`config.mk`:
```
export PLATFORM = sky130hd
export DESIGN_NAME = mem_stage
export DESIGN_NICKNAME = d
export VERILOG_FILES = /design/src/rtl/mem_stage.sv
export SDC_FILE = /design/constraint.sdc
export NUM_CORES = 1
export LEC_CHECK = 0
export CORE_ASPECT_RATIO = 1.25
export CORE_MARGIN = 2
export CORE_UTILIZATION = 35
export CTS_BUF_LIST = sky130_fd_sc_hd__clkbuf_8
export DETAILED_ROUTE_END_ITERATION = 16
export SETUP_SLACK_MARGIN = 0.4
export SLEW_MARGIN = 15
export SYNTH_ARGS = -nofsm -noshare
export SYNTH_HDL_FRONTEND = slang
export SYNTH_SLANG_ARGS = --single-unit
```
`constraint.sdc`:
```
create_clock -name clk -period 3.7 [get_ports clk]
set_input_delay 1.11 -clock clk [delete_from_list [all_inputs] [get_ports clk]]
set_output_delay 1.11 -clock clk [all_outputs]
set_load 0.02 [all_outputs]
```
`src/rtl/mem_stage.sv`:
```
// Purpose : pipeline MEM stage; serialises loads/stores into byte accesses on a byte-wide memory controller.
// Latency : NOP-class ops pass through combinationally; memory ops take 1 + sum(per-byte cycles) + 1 cycles.
// Backpressure: stall_req holds IF..EX_MEM while an access is in flight; rdy=0 freezes all state.
//
// Ports: clk/rst (async active-low)/rdy; in_* from EX_MEM; wb_* to MEM_WB;
//        mc_* byte-wide memory controller handshake (mc_done = byte finished this cycle);
//        stall_req to the stall controller.
// Optional: define MEM_STAGE_FWD_EN to add fwd_valid/fwd_rd/fwd_data (copies of wb_*) for ID forwarding.
module mem_stage (
    input  logic        clk,
    input  logic        rst,
    input  logic        rdy,
    input  logic [3:0]  in_op,
    input  logic [31:0] in_addr,
    input  logic [31:0] in_wdata,
    input  logic [4:0]  in_rd,
    input  logic        in_w_enable,
    output logic [4:0]  wb_rd,
    output logic [31:0] wb_data,
    output logic        wb_w_enable,
    output logic        mc_req,
    output logic        mc_we,
    output logic [31:0] mc_addr,
    output logic [7:0]  mc_wdata,
    input  logic [7:0]  mc_rdata,
    input  logic        mc_done,
    output logic        stall_req
`ifdef MEM_STAGE_FWD_EN
    ,
    output logic        fwd_valid,
    output logic [4:0]  fwd_rd,
    output logic [31:0] fwd_data
`endif
);

    typedef enum logic [1:0] {IDLE, ACCESS, DONE} state_t;

    localparam logic [3:0] OP_LB  = 4'd1;
    localparam logic [3:0] OP_LH  = 4'd2;
    localparam logic [3:0] OP_LW  = 4'd3;
    localparam logic [3:0] OP_LBU = 4'd4;
    localparam logic [3:0] OP_LHU = 4'd5;
    localparam logic [3:0] OP_SB  = 4'd6;
    localparam logic [3:0] OP_SH  = 4'd7;
    localparam logic [3:0] OP_SW  = 4'd8;

    function automatic logic is_load(input logic [3:0] op);
        return (op >= OP_LB) && (op <= OP_LHU);
    endfunction

    function automatic logic is_store(input logic [3:0] op);
        return (op >= OP_SB) && (op <= OP_SW);
    endfunction

    // Index of the final byte of an access (byte count - 1).
    function automatic logic [1:0] last_idx(input logic [3:0] op);
        case (op)
            OP_LB, OP_LBU, OP_SB: return 2'd0;
            OP_LH, OP_LHU, OP_SH: return 2'd1;
            default:              return 2'd3;
        endcase
    endfunction

    state_t      state_q, state_d;
    logic [1:0]  idx_q, idx_d;
    logic [31:0] buf_q, buf_d;
    logic [3:0]  op_q, op_d;
    logic [31:0] addr_q, addr_d;
    logic [31:0] wdata_q, wdata_d;
    logic [4:0]  rd_q, rd_d;
    logic [31:0] load_result;

    // Next-state logic; with rdy low every register simply holds.
    always_comb begin
        state_d = state_q;
        idx_d   = idx_q;
        buf_d   = buf_q;
        op_d    = op_q;
        addr_d  = addr_q;
        wdata_d = wdata_q;
        rd_d    = rd_q;
        if (rdy) begin
            case (state_q)
                IDLE: begin
                    if (is_load(in_op) || is_store(in_op)) begin
                        state_d = ACCESS;
                        op_d    = in_op;
                        addr_d  = in_addr;
                        wdata_d = in_wdata;
                        rd_d    = in_rd;
                        idx_d   = 2'd0;
                        buf_d   = 32'd0;
                    end
                end
                ACCESS: begin
                    if (mc_done) begin
                        if (is_load(op_q)) begin
                            buf_d[{idx_q, 3'b000} +: 8] = mc_rdata;
                        end
                        if (idx_q == last_idx(op_q)) begin
                            state_d = DONE;
                        end else begin
                            idx_d = idx_q + 2'd1;
                        end
                    end
                end
                DONE:    state_d = IDLE;
                default: state_d = IDLE;
            endcase
        end
    end

    always_ff @(posedge clk or negedge rst) begin
        if (!rst) begin
            state_q <= IDLE;
            idx_q   <= 2'd0;
            buf_q   <= 32'd0;
            op_q    <= 4'd0;
            addr_q  <= 32'd0;
            wdata_q <= 32'd0;
            rd_q    <= 5'd0;
        end else begin
            state_q <= state_d;
            idx_q   <= idx_d;
            buf_q   <= buf_d;
            op_q    <= op_d;
            addr_q  <= addr_d;
            wdata_q <= wdata_d;
            rd_q    <= rd_d;
        end
    end

    // Extension of the assembled load buffer; stores write back nothing.
    always_comb begin
        case (op_q)
            OP_LB:   load_result = {{24{buf_q[7]}}, buf_q[7:0]};
            OP_LH:   load_result = {{16{buf_q[15]}}, buf_q[15:0]};
            OP_LW:   load_result = buf_q;
            OP_LBU:  load_result = {24'd0, buf_q[7:0]};
            OP_LHU:  load_result = {16'd0, buf_q[15:0]};
            default: load_result = 32'd0;
        endcase
    end

    // Outputs decode the current state; rst is folded in so the pass-through
    // path is also silenced while reset is asserted.
    always_comb begin
        wb_rd       = 5'd0;
        wb_data     = 32'd0;
        wb_w_enable = 1'b0;
        mc_req      = 1'b0;
        mc_we       = 1'b0;
        mc_addr     = 32'd0;
        mc_wdata    = 8'd0;
        stall_req   = 1'b0;
        if (rst) begin
            case (state_q)
                IDLE: begin
                    if (is_load(in_op) || is_store(in_op)) begin
                        stall_req = 1'b1;
                    end else begin
                        wb_rd       = in_rd;
                        wb_data     = in_wdata;
                        wb_w_enable = in_w_enable && (in_rd != 5'd0);
                    end
                end
                ACCESS: begin
                    stall_req = 1'b1;
                    mc_req    = 1'b1;
                    mc_we     = is_store(op_q);
                    mc_addr   = addr_q + {30'd0, idx_q};
                    mc_wdata  = wdata_q[{idx_q, 3'b000} +: 8];
                end
                DONE: begin
                    wb_rd       = rd_q;
                    wb_data     = load_result;
                    wb_w_enable = is_load(op_q) && (rd_q != 5'd0);
                end
                default: ;
            endcase
        end
    end

`ifdef MEM_STAGE_FWD_EN
    assign fwd_valid = wb_w_enable;
    assign fwd_rd    = wb_rd;
    assign fwd_data  = wb_data;
`endif

endmodule

```
### After elaboration in Yosys (flattened, before gate mapping)

Cells that the tools add are included.
W data, S select, Z words.

| storage, ports and cells | value |
|---|---|
| register bits | 109 |
| output and inout port bits | 81 |

| operators by class | value |
|---|---|
| add/sub/neg operators | 3 |
| magnitude comparators | 8 |
| eq/ne operators | 15 |
| shifts and indexed selects | 3 |
| multiplexer cells | 38 |
| reductions and logical operators | 17 |

Operators by type and width:

| cell | number |
|---|---|
| $mux W32 | 7 |
| $pmux W32 S5 | 1 |
| $pmux W32 S2 | 2 |
| $add A32 B2 Y32 | 1 |
| $bwmux W32 | 1 |
| $shift A8 B7 Y32 const A | 1 |
| $shiftx A32 B6 Y8 | 1 |
| $shiftx A8 B7 Y32 | 1 |
| $mux W2 | 9 |
| $eq A4 B3 Y1 const B | 4 |
| $mux W8 | 2 |
| $pmux W2 S2 | 3 |
| $mux W5 | 2 |
| $ne A2 B2 Y1 const B | 5 |
| $pmux W5 S2 | 1 |
| $reduce_and A5 Y1 | 2 |
| $reduce_bool A5 Y1 | 2 |
| $eq A4 B2 Y1 const B | 2 |
| $ge A4 B1 Y1 const B | 2 |
| $ge A4 B3 Y1 const B | 2 |
| $le A4 B3 Y1 const B | 2 |
| $le A4 B4 Y1 const B | 2 |
| $mux W1 | 8 |
| $neg A5 Y7 | 1 |
| other kinds (13) | 20 |

### Depth between registers and ports, before layout

| logic depth | value |
|---|---|
| depth in word-level cells | 10 |
| depth in mapped cells | 8 |
| gate-level depth less buffers | 6 |

### Worst setup path after synthesis

Ideal clock, no wire load.

| timing | value |
|---|---|
| path kind | input-to-output |
| start point | in in_op[2] |
| end point | out wb_data[16] |
| arrival | 2606 ps |
| data required time | 2590 ps |
| slack | -16 ps |
| stages on the path | 6 |
| path buffers | 1 |
| path through | or4_4 -> and2_4 -> nor3_4 -> buf_4 -> a22oi_1 -> nor2_1 |

| between the ends | value |
|---|---|
| word-level cells in the longest chain between the ends | 6 |
| elaborated cells on any way between the ends | 10 |
| classes of those cells | order compare (4); mux (3); reduce/logical (3) |

RTL lines:

| element | RTL line | RTL |
|---|---|---|
| start, declared | 13 | `input logic [3:0] in_op,` |
| $ge A4 B1 Y1 (tied with other cells) | 48 | `return (op >= OP_LB) && (op <= OP_LHU);` |
| $logic_and A1 B1 Y1 (on tied branches) | 48, 52 |  |
| $logic_or A1 B1 Y1 * | 159 | `if (is_load(in_op) \|\| is_store(in_op)) begin` |
| $mux W32 * | 159 |  |
| $pmux W32 S2 * | 157 | `case (state_q)` |
| $mux W32 * | 156 | `if (rst) begin` |
| end, declared | 19 | `output logic [31:0] wb_data,` |

Mark *: on every way between the ends. The rest lies on a longest branch, timed or not.

### Worst setup path after layout

| timing | value |
|---|---|
| start point | in in_op[3] |
| end point | out wb_data[11] |

The elaborated chain is that of the path after synthesis.

==> impl_metrics.csv <==
group,metric,value,unit
routing,antenna_left,0,
placement,dp_slack,-909,ps
synth,synth_edf_count,0,
routing,drt_pass1_iterations,5,
finish,area_growth,51.6,%
pwr,power.internal,3230,uW
cts,cts-hold-fix-buffers,0,
routing,drc,0,
cts,root_buffer,"clkbuf_8",
cts,path_clk_slew,100,ps
pwr,switchingPower,2240,uW
placement,place_area,8680,sq um
routing,viasPerCell,5.12,
synth,synth_common_cells,"nand2_1, dfrtp_1, nor2_1, o21ai_0, a22oi_1",
critical_path,cp_slowest_cell,"or4_4",
timing,setup_ws,-211,ps
finish,fin_util,0.545,
grt,gr-total-overflow,0,
routing,wl_per_cell,17.7,microns
placement,hpwl,15700,microns
grt,grt_max_degree,45,
hold_path,min_from,"wdata_q[26]",
pwr,seq_power_share,0.373,
pwr,swShare,0.410,
floorplan,die_area,19100,sq um
timing,finalClockSkew,7.73,ps
synth,ys_seq_area_frac,0.432,
placement,gpl.final_weighted_congestion,0.915,
synth,syn_nets,861,
critical_path,crit_type,"input pin to output pin",
timing,setup_viol,33,
cts,clkLatencyLatePin,380,ps
cts,cts_max_path_buffers,2,
finish,n_antenna_cell,0,
grt,grtUsageTotal,0.228,
grt,grt_pass1_wl,33500,microns
critical_path,crit_path_frequent_cell,"buf_6",
hold_path,holdPathStages,2,
floorplan,start_util,0.359,
critical_path,r2r-start,"idx_q[1]",
timing,min_period_over_period,1.06,
pwr,clkPwrFrac,0.148,
finish,design_area,9570,sq um
timing,slew_headroom,0.354,
grt,grt_pass1_vias,6242,
synth,synthCells,768,
synth,async_flop_share,1.00,
routing,num_vias,6261,
synth,synthTopCellsByArea,"dfrtp_1, nand2_1, nor2_1, a22oi_1, mux4_2",
critical_path,critical-path-max-stage-delay,520,ps
grt,antenna_found_initial,0,
critical_path,reg2reg_slack,1020,ps
critical_path,critical_path.cell_chain,"buf_6 -> or4_4 -> and2_4 -> buf_6 -> buf_6 -> nor4_4 -> buf_6 -> buf_6 -> nand2_4 -> o21ai_2 -> buf_6",
synth,netlist.area_leader.share,0.432,
floorplan,fp.dieW,124,microns
synth,synth.most_common_cell,"nand2_1",
pwr,power_frac_comb,0.479,
finish,n_fill_cell,1656,
synth,yosys.area.top_type,"dfrtp_1",
routing,wirelength,21700,microns
placement,dp.cells,1177,
timing,clock.fmax,256,MHz
pwr,p_per_area,572,nW/um^2
floorplan,dieHeight,154,microns
synth,synth_seq_cells,109,
cts,h-tree-depth,3,
cts,cts_tree,"yes",
critical_path,cp_data_required_time,2590,ps
floorplan,coreArea,17600,sq um
routing,drtIter0Drc,328,
timing,worst_pin_slew,962,ps
timing,fin_crit,3910,ps
hold_path,whs_endpoint,"wdata_q[26]",
pwr,p_leak,0.00446,uW
finish,layout.cells.non_filler,1222,
critical_path,worstPathArrival,2800,ps
critical_path,r2r_end,"buf_q[26]",
floorplan,rows,54,
pwr,peakVddDrop,254,uV
status,violations,"negative setup slack",
synth,yosys_warnings,0,
timing,rsz0062_at_grt,"yes",
critical_path,crit_fanout,8,
floorplan,io_pins,167,
timing,hold_viol,0,
status,status,"complete, but fails checks",
critical_path,rr_worst_depth,9,
synth,synth_area,6310,sq um
finish,num-nets-final,1086,
synth,ys_types,59,
synth,yosys_most_used_dff,"dfrtp_1",
cts,numCtsBuffers,9,
finish,drive_gt1_frac,0.308,
synth,avgSynthCellArea,8.22,sq um
cts,clock-sinks,109,
critical_path,worstSetupStartpointType,"input pin",
critical_path,endpoint_kind,"output pin",
run,maxCapViolations,0,
timing,slew_viol_final,0,
hold_path,hold_class,"register to register",
placement,io_buffers,166,
power by group through the flow:
stage               Clock [uW]  Combinational (uW)  Sequential [uW]
detailed placement           0                2450             2060
global placement             0                2430             2050
global route               880                2870             2110
CTS                        838                2530             2040
finish                     812                2620             2040
floorplan                    0                1620             1910
cells in the final DEF (no fill, tap or decap), drive strengths merged, types with 3 or more instances in the layout:
cell type,synthesis,routed
ha,6,6
or4,4,4
inv,17,19
or3,6,6
and3,12,12
xnor2,10,10
and4,5,5
and2,3,3
clkinv,0,3
nor3,13,13
nand3b,8,8
nand4,8,8
mux4,8,8
dlygate4sd2,0,5
a21oi,22,22
o21ai,35,35
nor3b,3,3
mux2i,10,10
a22o,8,8
a22oi,24,24
buf,25,160
nand2b,5,5
clkdlybuf4s50,0,80
clkdlybuf4s15,0,4
clkbuf,19,18
nand3,13,13
a21o,17,17
mux2,3,3
nand2,277,277
dfrtp,109,109
nor4,4,4
nor2,59,59
xor2,16,16
critical path: cells and delay by family:
family                 cells  cell delay (ps)
AND/OR/NAND/NOR            4              870
buffers and inverters      6              740
AO/OA/AOI/OAI              1               60
layout make-up:
cell class,instances,area (sq um),share of cell area
tap,224,280,0.0293
multi-input combinational,598,3790,0.396
clock buffer,9,124,0.0129
inverter,17,63.8,0.00667
clock inverter,7,96.3,0.0101
timing repair buffer,258,2480,0.259
sequential,109,2730,0.285
metal layers:
metal	track usage	part of all wire
met1	0.281	0.41
met2	0.397	0.51
met3	0.0397	0.059
met4	0.0765	0.027
met5	0	0
worst max path at each step:
stage          startpoint     endpoint  slack, ps  depth (start not counted)
4_1_cts          in_op[3]  wb_w_enable       -250                         10
5_1_grt          in_op[3]  wb_w_enable       -280                         10
3_5_place_dp     in_op[2]   wb_data[0]       -910                          8
3_3_place_gp     in_op[2]  wb_w_enable       -870                          8
6_report         in_op[3]  wb_data[11]       -210                         11
2_1_floorplan    in_op[2]  wb_data[16]         60                          6
logic make-up (layout without fill, tap and decap cells):
family                   count (synthesis)  after routing  share of synthesized area
AO/OA/AOI/OAI                          120            120                      0.125
flip-flops                             109            109                      0.432
buffers and inverters                   61            291                     0.0442
XOR/XNOR                                26             26                     0.0361
AND/OR/NAND/NOR                        424            424                      0.298
multiplexers                            21             21                     0.0498
adder cells (fa/ha/maj)                  7              7                     0.0151
per-stage QoR:
step / setup TNS [ps] / hold slack [ps] / power (uW)
final: -5050 / 482 / 5480
after CTS: -5880 / 483 / 5400
after global routing: -7130 / 502 / 5860
after global placement: -32060 / 453 / 4480
after floorplan: 0 / 440 / 3520
after detailed placement: -32830 / 457 / 4510
state kept, by name, summed over array words and instances (netlist names):
signal	flops
addr_q	32
buf_q	32
state_q	2
rd_q	5
idx_q	2
op_q	4
wdata_q	32
timing repair:
| item | 4_1_cts | 5_1_grt |
|---|---|---|
| resized for setup | 418 | 101 |
| pin swaps | 37 | 52 |
| endpoints found under the setup margin | 81 | 67 |
| cloned | 3 | 1 |
| buffers inserted | 16 | 9 |
No activity file was read; power rests on OpenSTA's default activity.
